--- config.mk ---
export PLATFORM = sky130hd
export DESIGN_NAME = bus_arbiter
export DESIGN_NICKNAME = d
export VERILOG_FILES = /design/src/rtl/bus_arbiter.sv
export SDC_FILE = /design/constraint.sdc
export NUM_CORES = 1
export LEC_CHECK = 0
export ABC_AREA = 1
export CAP_MARGIN = 20
export CORE_MARGIN = 3
export CORE_UTILIZATION = 30
export CTS_CLUSTER_SIZE = 8
export DETAILED_ROUTE_END_ITERATION = 7
export GPL_ROUTABILITY_DRIVEN = 1
export PLACE_DENSITY = 0.64
export SYNTH_ARGS = -nofsm -noshare
export SYNTH_HDL_FRONTEND = slang
export SYNTH_SLANG_ARGS = --single-unit
--- constraint.sdc ---
create_clock -name clk -period 5 [get_ports clk]
set_clock_uncertainty 0.2 [all_clocks]
set_input_delay 1 -clock clk [delete_from_list [all_inputs] [get_ports clk]]
set_output_delay 1 -clock clk [all_outputs]
set_load 0.005 [all_outputs]
--- src/rtl/bus_arbiter.sv ---
// Three-requester arbiter sharing one 8-bit memory port with MEM_WAIT wait states.
// Define ARB_ROUND_ROBIN_EN for round-robin arbitration; the default is fixed priority 0 > 1 > 2.
module bus_arbiter #(
    parameter int MEM_WAIT = 1
) (
    input  logic        clk,
    input  logic        rst,
    input  logic [2:0]  req,
    input  logic [2:0]  req_we,
    input  logic [23:0] req_addr,
    input  logic [23:0] req_wdata,
    output logic [2:0]  gnt,
    output logic [2:0]  ack,
    output logic [7:0]  rdata,
    output logic        busy,
    output logic        mem_en,
    output logic        mem_we,
    output logic [7:0]  mem_addr,
    output logic [7:0]  mem_wdata,
    input  logic [7:0]  mem_rdata
);

    // Handshake: req is a level sampled only in IDLE. gnt is held for the whole transaction,
    // and ack pulses for one cycle inside it. A granted transaction always completes.
    typedef enum logic [1:0] {
        IDLE   = 2'd0,
        ACCESS = 2'd1,
        ACK    = 2'd2
    } state_t;

    localparam logic [2:0] WAIT_LAST = 3'(MEM_WAIT);

    state_t     r_state;
    logic [2:0] r_cnt;
    logic       r_we;
    logic [7:0] r_addr;
    logic [7:0] r_wdata;
    logic [2:0] r_gnt;
    logic [2:0] r_ack;
    logic [7:0] r_rdata;
    logic       r_busy;
    logic       r_mem_en;
    logic       r_mem_we;
    logic [7:0] r_mem_addr;
    logic [7:0] r_mem_wdata;

    logic       w_any;
    logic [1:0] w_win;

    function automatic logic [7:0] lane(input logic [23:0] v, input logic [1:0] i);
        case (i)
            2'd0:    lane = v[7:0];
            2'd1:    lane = v[15:8];
            default: lane = v[23:16];
        endcase
    endfunction

`ifdef ARB_ROUND_ROBIN_EN
    logic [1:0] r_ptr;

    function automatic logic [1:0] next_idx(input logic [1:0] i);
        next_idx = (i == 2'd2) ? 2'd0 : i + 2'd1;
    endfunction

    // Search starts one past the last winner and wraps modulo 3.
    always_comb begin
        logic [1:0] v_idx;
        w_any = 1'b0;
        w_win = 2'd0;
        v_idx = r_ptr;
        for (int k = 0; k < 3; k++) begin
            v_idx = next_idx(v_idx);
            if (!w_any && req[v_idx]) begin
                w_any = 1'b1;
                w_win = v_idx;
            end
        end
    end

    always_ff @(posedge clk or posedge rst) begin
        if (rst) begin
            r_ptr <= 2'd2;
        end else if (r_state == IDLE && w_any) begin
            r_ptr <= w_win;
        end
    end
`else
    always_comb begin
        w_any = |req;
        if (req[0]) begin
            w_win = 2'd0;
        end else if (req[1]) begin
            w_win = 2'd1;
        end else begin
            w_win = 2'd2;
        end
    end
`endif

    always_ff @(posedge clk or posedge rst) begin
        if (rst) begin
            r_state     <= IDLE;
            r_cnt       <= 3'd0;
            r_we        <= 1'b0;
            r_addr      <= 8'd0;
            r_wdata     <= 8'd0;
            r_gnt       <= 3'd0;
            r_ack       <= 3'd0;
            r_rdata     <= 8'd0;
            r_busy      <= 1'b0;
            r_mem_en    <= 1'b0;
            r_mem_we    <= 1'b0;
            r_mem_addr  <= 8'd0;
            r_mem_wdata <= 8'd0;
        end else begin
            case (r_state)
                IDLE: begin
                    if (w_any) begin
                        r_we    <= req_we[w_win];
                        r_addr  <= lane(req_addr, w_win);
                        r_wdata <= lane(req_wdata, w_win);
                        r_gnt   <= 3'b001 << w_win;
                        r_cnt   <= 3'd0;
                        r_busy  <= 1'b1;
                        r_state <= ACCESS;
                    end
                end
                ACCESS: begin
                    // The first ACCESS cycle is a setup cycle; the memory port opens after it.
                    if (!r_mem_en) begin
                        r_mem_en    <= 1'b1;
                        r_mem_we    <= r_we;
                        r_mem_addr  <= r_addr;
                        r_mem_wdata <= r_wdata;
                    end else if (r_cnt == WAIT_LAST) begin
                        if (!r_mem_we) begin
                            r_rdata <= mem_rdata;
                        end
                        r_mem_en    <= 1'b0;
                        r_mem_we    <= 1'b0;
                        r_mem_addr  <= 8'd0;
                        r_mem_wdata <= 8'd0;
                        r_ack       <= r_gnt;
                        r_state     <= ACK;
                    end else begin
                        r_cnt <= r_cnt + 3'd1;
                    end
                end
                ACK: begin
                    r_ack   <= 3'd0;
                    r_gnt   <= 3'd0;
                    r_busy  <= 1'b0;
                    r_state <= IDLE;
                end
                default: begin
                    r_state <= IDLE;
                end
            endcase
        end
    end

    assign gnt       = r_gnt;
    assign ack       = r_ack;
    assign rdata     = r_rdata;
    assign busy      = r_busy;
    assign mem_en    = r_mem_en;
    assign mem_we    = r_mem_we;
    assign mem_addr  = r_mem_addr;
    assign mem_wdata = r_mem_wdata;

endmodule
# Word-level counts from Yosys, hierarchy flattened
# Cells that the tools add are included.
# op_classes
n_addsub,1
order_cmp,1
n_eq_ne,9
shifts,1
mux,28
bitwise,1
reduce_logical,13
# ops
op,n
8-bit one-hot mux with 2 select lines,2
8-bit two-way mux,3
3-bit two-way mux,6
3-bit one-hot mux with 2 select lines,3
2-bit two-way mux,5
"2-bit != test, second input constant",4
4-bit AND reduction,2
1-bit two-way mux,6
2-bit AND reduction,3
3-bit AND reduction,2
2-bit nonzero test,3
"2-bit by 1-bit equality test with 1-bit output, second input constant",2
2-bit zero test,2
2-bit one-hot mux with 2 select lines,1
"3-bit by 1-bit adder with 3-bit output, second input constant",1
"3-bit by 1-bit equality test with 1-bit output, second input constant",1
"2-bit by 3-bit < comparator with 1-bit output, second input constant",1
3-bit OR reduction,1
"1-bit by 2-bit << shifter with 3-bit output, first input constant",1
1-bit binary-select mux with 2-bit select,1
"2-bit equality test, second input constant",1
"2-bit by 1-bit != test with 1-bit output, second input constant",1
1-bit one-hot mux with 2 select lines,1
1-bit inverter,1
# word_totals
ff_bits,55
inputBits,64
output_inout_bits,33
elab_cells,67

# Depth between registers and ports, before layout
# depth
depth_word,5
ltp_mapped,8
mapped_depth_nobuf,7

# Worst setup path before layout
# No wires, ideal clock.
# synth_path
path_kind,input to register
from,input port req[1]
to,register r_addr[4]
setup_time_ns,0.116
t_arrival_ns,1.695
required_time_ns,4.684
setup_slack_ns,2.988
cell_stages,8
n_path_buf,2
cell_sequence,buf_6 -> nor2_8 -> nand2_2 -> nand2_4 -> inv_4 -> buf_6 -> nand2_1 -> nand2_1
# synth_via
elab_chain_cells,4
elab_cells_between_ends,7
cone_classes,eq/ne: 1; mux: 3; reduce/logical: 3
# synth_rtl
item,line_no,source
start: declaration,8,"input logic [2:0] req,"
2-bit two-way mux,92,end else if (req[1]) begin
2-bit two-way mux,90,if (req[0]) begin
2-bit by 1-bit equality test with 1-bit output or 2-bit zero test (tied branches),51,case (i)
8-bit one-hot mux with 2 select lines,51,
end signal: assignment,120,"r_addr <= lane(req_addr, w_win);"
end: declaration,36,logic [7:0] r_addr;
# Several ways; a longest one is shown, not always the timed one.
# A chain may end at the register's enable or synchronous reset.

# Worst setup path in the final report
# layout_path
from,input port req[0]
to,register r_addr[0]
# layout_via
elab_chain_cells,3
elab_cells_between_ends,6
cone_classes,eq/ne: 1; mux: 2; reduce/logical: 3
# layout_rtl
item,line_no
2-bit two-way mux,90
2-bit by 1-bit equality test with 1-bit output or 2-bit zero test (tied branches),51
8-bit one-hot mux with 2 select lines,51
# Several ways; a longest one is shown, not always the timed one.

==> summary.md <==
| Metric | Value |
|---|---|
| Seq. cell area | 1376 um2 |
| Worst-Margin Slew | 0.8562 ns |
| Count of H-tree levels built during CTS | 2 |
| Pwr dens | 470.2 nW/um2 |
| Number of buffers inserted by port buffering | 96 |
| Crit path max fanout | 27 |
| Placed Area | 3632 um2 |
| Initial core utilization | 0.3146 |
| Initial DRT Pass Iterations | 4 |
| Sink Count | between 50 and 60 |
| Slew headroom | 0.4274 |
| Netlist cell types | 19 |
| Critical path data arrival time | 2.96 ns |
| Sum of overflow across all layers after global routing | 0 |
| Proportion of layout cells with a drive suffix above 1 | 0.05450 |
| Clock tree buffer depth | 2 |
| Total Die Area | just under 10000 um2 |
| Routed length per placed instance | between 10 and 15 um |
| Kind of end point of the critical path | register |
| DP Cell Count | a little over 500 |
| Cell type with the highest aggregate area in the netlist | sky130_fd_sc_hd__dfrtp_1 |
| Hold crit path type | reg -> reg |
| Clock tree from TritonCTS | done |
| Worst skew pair latency | 0.31 ns |
| Clock Pin Slew Worst Setup and Hold Paths | 0.09 ns |
| Number of setup violations in the final report | 0 |
| Peak clock frequency supported by timing | 338.1 MHz |
| Total area of multi-input combinational cells | 1097 um2 |
| I/O pin count | 97 |
| Setup Total Neg Slack | 0 ns |
| Pin count of the biggest net entering global routing | 38 |
| Setup repair after global routing missed its margin | no |
| Startpoint type of the worst setup path | input port |
| Leakage Power | 1.834 nW |
| Gate count after technology mapping | 330 |
| Yosys synthesis warning count | 0 |
| Hold WS | 0.2759 ns |
| Final layout net count | 487 |
| Overall power | 1.751 mW |
| Post-synth design cell area | 2624 um2 |
| Synthesized flop and latch total | 55 |
| Max-slew violation total from the final report | 0 |
| Post-synthesis sequential area ratio | 0.5246 |
| Count of placed standard cells in the final layout, fillers left out | 527 |
| Net Count, Synth | between 300 and 400 |
| Area Growth Syn to Fin | 41.92% |
| Via/cell ratio | between 4 and 5 |
| Status | complete, no violations |
| DP HPWL | approximately 5 mm |
| Design area | approximately 3700 um2 |
| # fillers | ~850 |
| Global-route usage over all layers | 0.1324 |
| Remaining design rule violation count | 0 |
| Synth top area cells | sky130_fd_sc_hd__dfrtp_1 (52%), sky130_fd_sc_hd__nand2_1 (23%), sky130_fd_sc_hd__nand3_1 (13%), sky130_fd_sc_hd__buf_4 (1.7%), sky130_fd_sc_hd__buf_6 (1.7%) |
| Layout Utilization | 0.4464 |
| Worst-case vdd ir drop | 0.0001513 V |
| Maxcap violations | 0 |
| Placement Rows | 33 |
| Final hold violations | 0 |
| Hold Buf Count CTS | 0 |
| Global placement routability congestion | 0.7461 |
| Pre-CTS WS | 1.680 ns |
| Part of the cycle the worst path needs | 0.5916 |
| Initial antenna violation count | 0 |
| Drt first-iter violations | 98 |
| Die Y-Extent | 99.52 um |
| Required time at the worst-slack endpoint | 5.00 ns |
| Antenna-violating nets left | 0 |
| Setup WS post-layout | 2.042 ns |
| Drt total wl | 6.302 mm |
| Via count | 2381 |
| Minimum period implied by the final worst setup slack | just under 3 ns |
| Average cell area after synthesis | 7.951 um2 |
| Die width | between 90 and 100 um |
| Kind of critical path | in -> reg |
| Ant. Diodes | 0 |
| Post-cts sizing count | 0 |
| First-pass GRT wire length | between 10 and 15 mm |
| Number of global-route vias before repair | 2341 |
| Number of setup buffers added after CTS | 0 |
| TritonCTS Buffers | 5 |
| Area fraction of the dominant cell type after synthesis | 0.5246 |
| Core footprint | 8341 um2 |
| Clock tree root driver cell | sky130_fd_sc_hd__clkbuf_8 |
-- cells in the final DEF (no fill, tap or decap), drive strengths merged, types with 2 or more instances in the layout --
cell type	count
ha	2
nor2	11
nand3	70
a21oi	2
dfrtp	55
clkdlybuf4s50	96
nand2	165
clkbuf	5
inv	13
-- critical path, stage by stage --
cell and delay [ns]:
sky130_fd_sc_hd__clkdlybuf4s50_1 0.85, sky130_fd_sc_hd__nor2_8 0.44, sky130_fd_sc_hd__nand2_2 0.11, sky130_fd_sc_hd__nand2_4 0.25, sky130_fd_sc_hd__inv_4 0.14, sky130_fd_sc_hd__nand2_1 0.11, sky130_fd_sc_hd__nand2_1 0.05
-- final timing paths --
path / end / slack, ns / start / cells after the start
setup / recovery: r_addr[0]$_DFFE_PP0P_ / 2.04 / req[0] / 7
hold / removal: mem_wdata[1]$_DFFE_PP0P_ / 0.28 / mem_wdata[1]$_DFFE_PP0P_ / 2
setup reg to reg: mem_we$_DFFE_PP0P_ / 3.04 / r_state[1]$_DFFE_PP0P_ / 4
hold reg to reg: mem_wdata[1]$_DFFE_PP0P_ / 0.28 / mem_wdata[1]$_DFFE_PP0P_ / 2
max in group asynchronous: rdata[2]$_DFFE_PP0P_ / 3.27 / rst / 3
min in group asynchronous: mem_addr[7]$_DFFE_PP0P_ / 0.80 / rst / 2
-- cell families after synthesis --
kind of cell | Yosys count | synth area share
buffers and inverters | 24 | 0.05722
and+or+nand+nor | 246 | 0.4030
DFF | 55 | 0.5246
AOI/OAI and AO/OA | 3 | 0.005721
adders and majority gates | 2 | 0.009536
-- power by group --
part | internal [mW] | switching (mW) | total (mW)
Clock | 0.102 | 0.147 | 0.249
Combinational | 0.350 | 0.417 | 0.768
Sequential | 0.623 | 0.111 | 0.734
-- synthesized netlist by cell type (all sizes together) --
| cell type | instances |
|---|---|
| buf | 13 |
| nand3 | 70 |
| a21oi | 2 |
| o21ai | 1 |
| nand2 | 165 |
| nor2 | 11 |
| ha | 2 |
| dfrtp | 55 |
| inv | 11 |
-- cell type report --
cell class / instances / area share
sequential: 55 / 0.3696
inverter: 11 / 0.01243
clock inverter: 3 / 0.006048
multi-input combinational: 251 / 0.2947
tap: 105 / 0.03528
timing repair buffer: 97 / 0.2634
clock buffer: 5 / 0.01848
-- registers in the layout, indices dropped and copies added (netlist names) --
register / cells
mem_we: 1
r_state: 2
r_cnt: 3
r_addr: 8
mem_wdata: 8
busy: 1
mem_en: 1
r_we: 1
r_wdata: 8
rdata: 8
mem_addr: 8
ack: 3
gnt: 3
-- per-layer routing --
layer	global-route usage	part of all wire	vias up	routed length, um
met5	0	0	-	0
li1	-	-	1233	-
met1	0.1898	0.50	1041	3130
met4	0.04097	0.015	0	96
met2	0.1983	0.41	99	2597
met3	0.03086	0.076	8	478
Note: power is estimated with default switching activity, not from simulation.
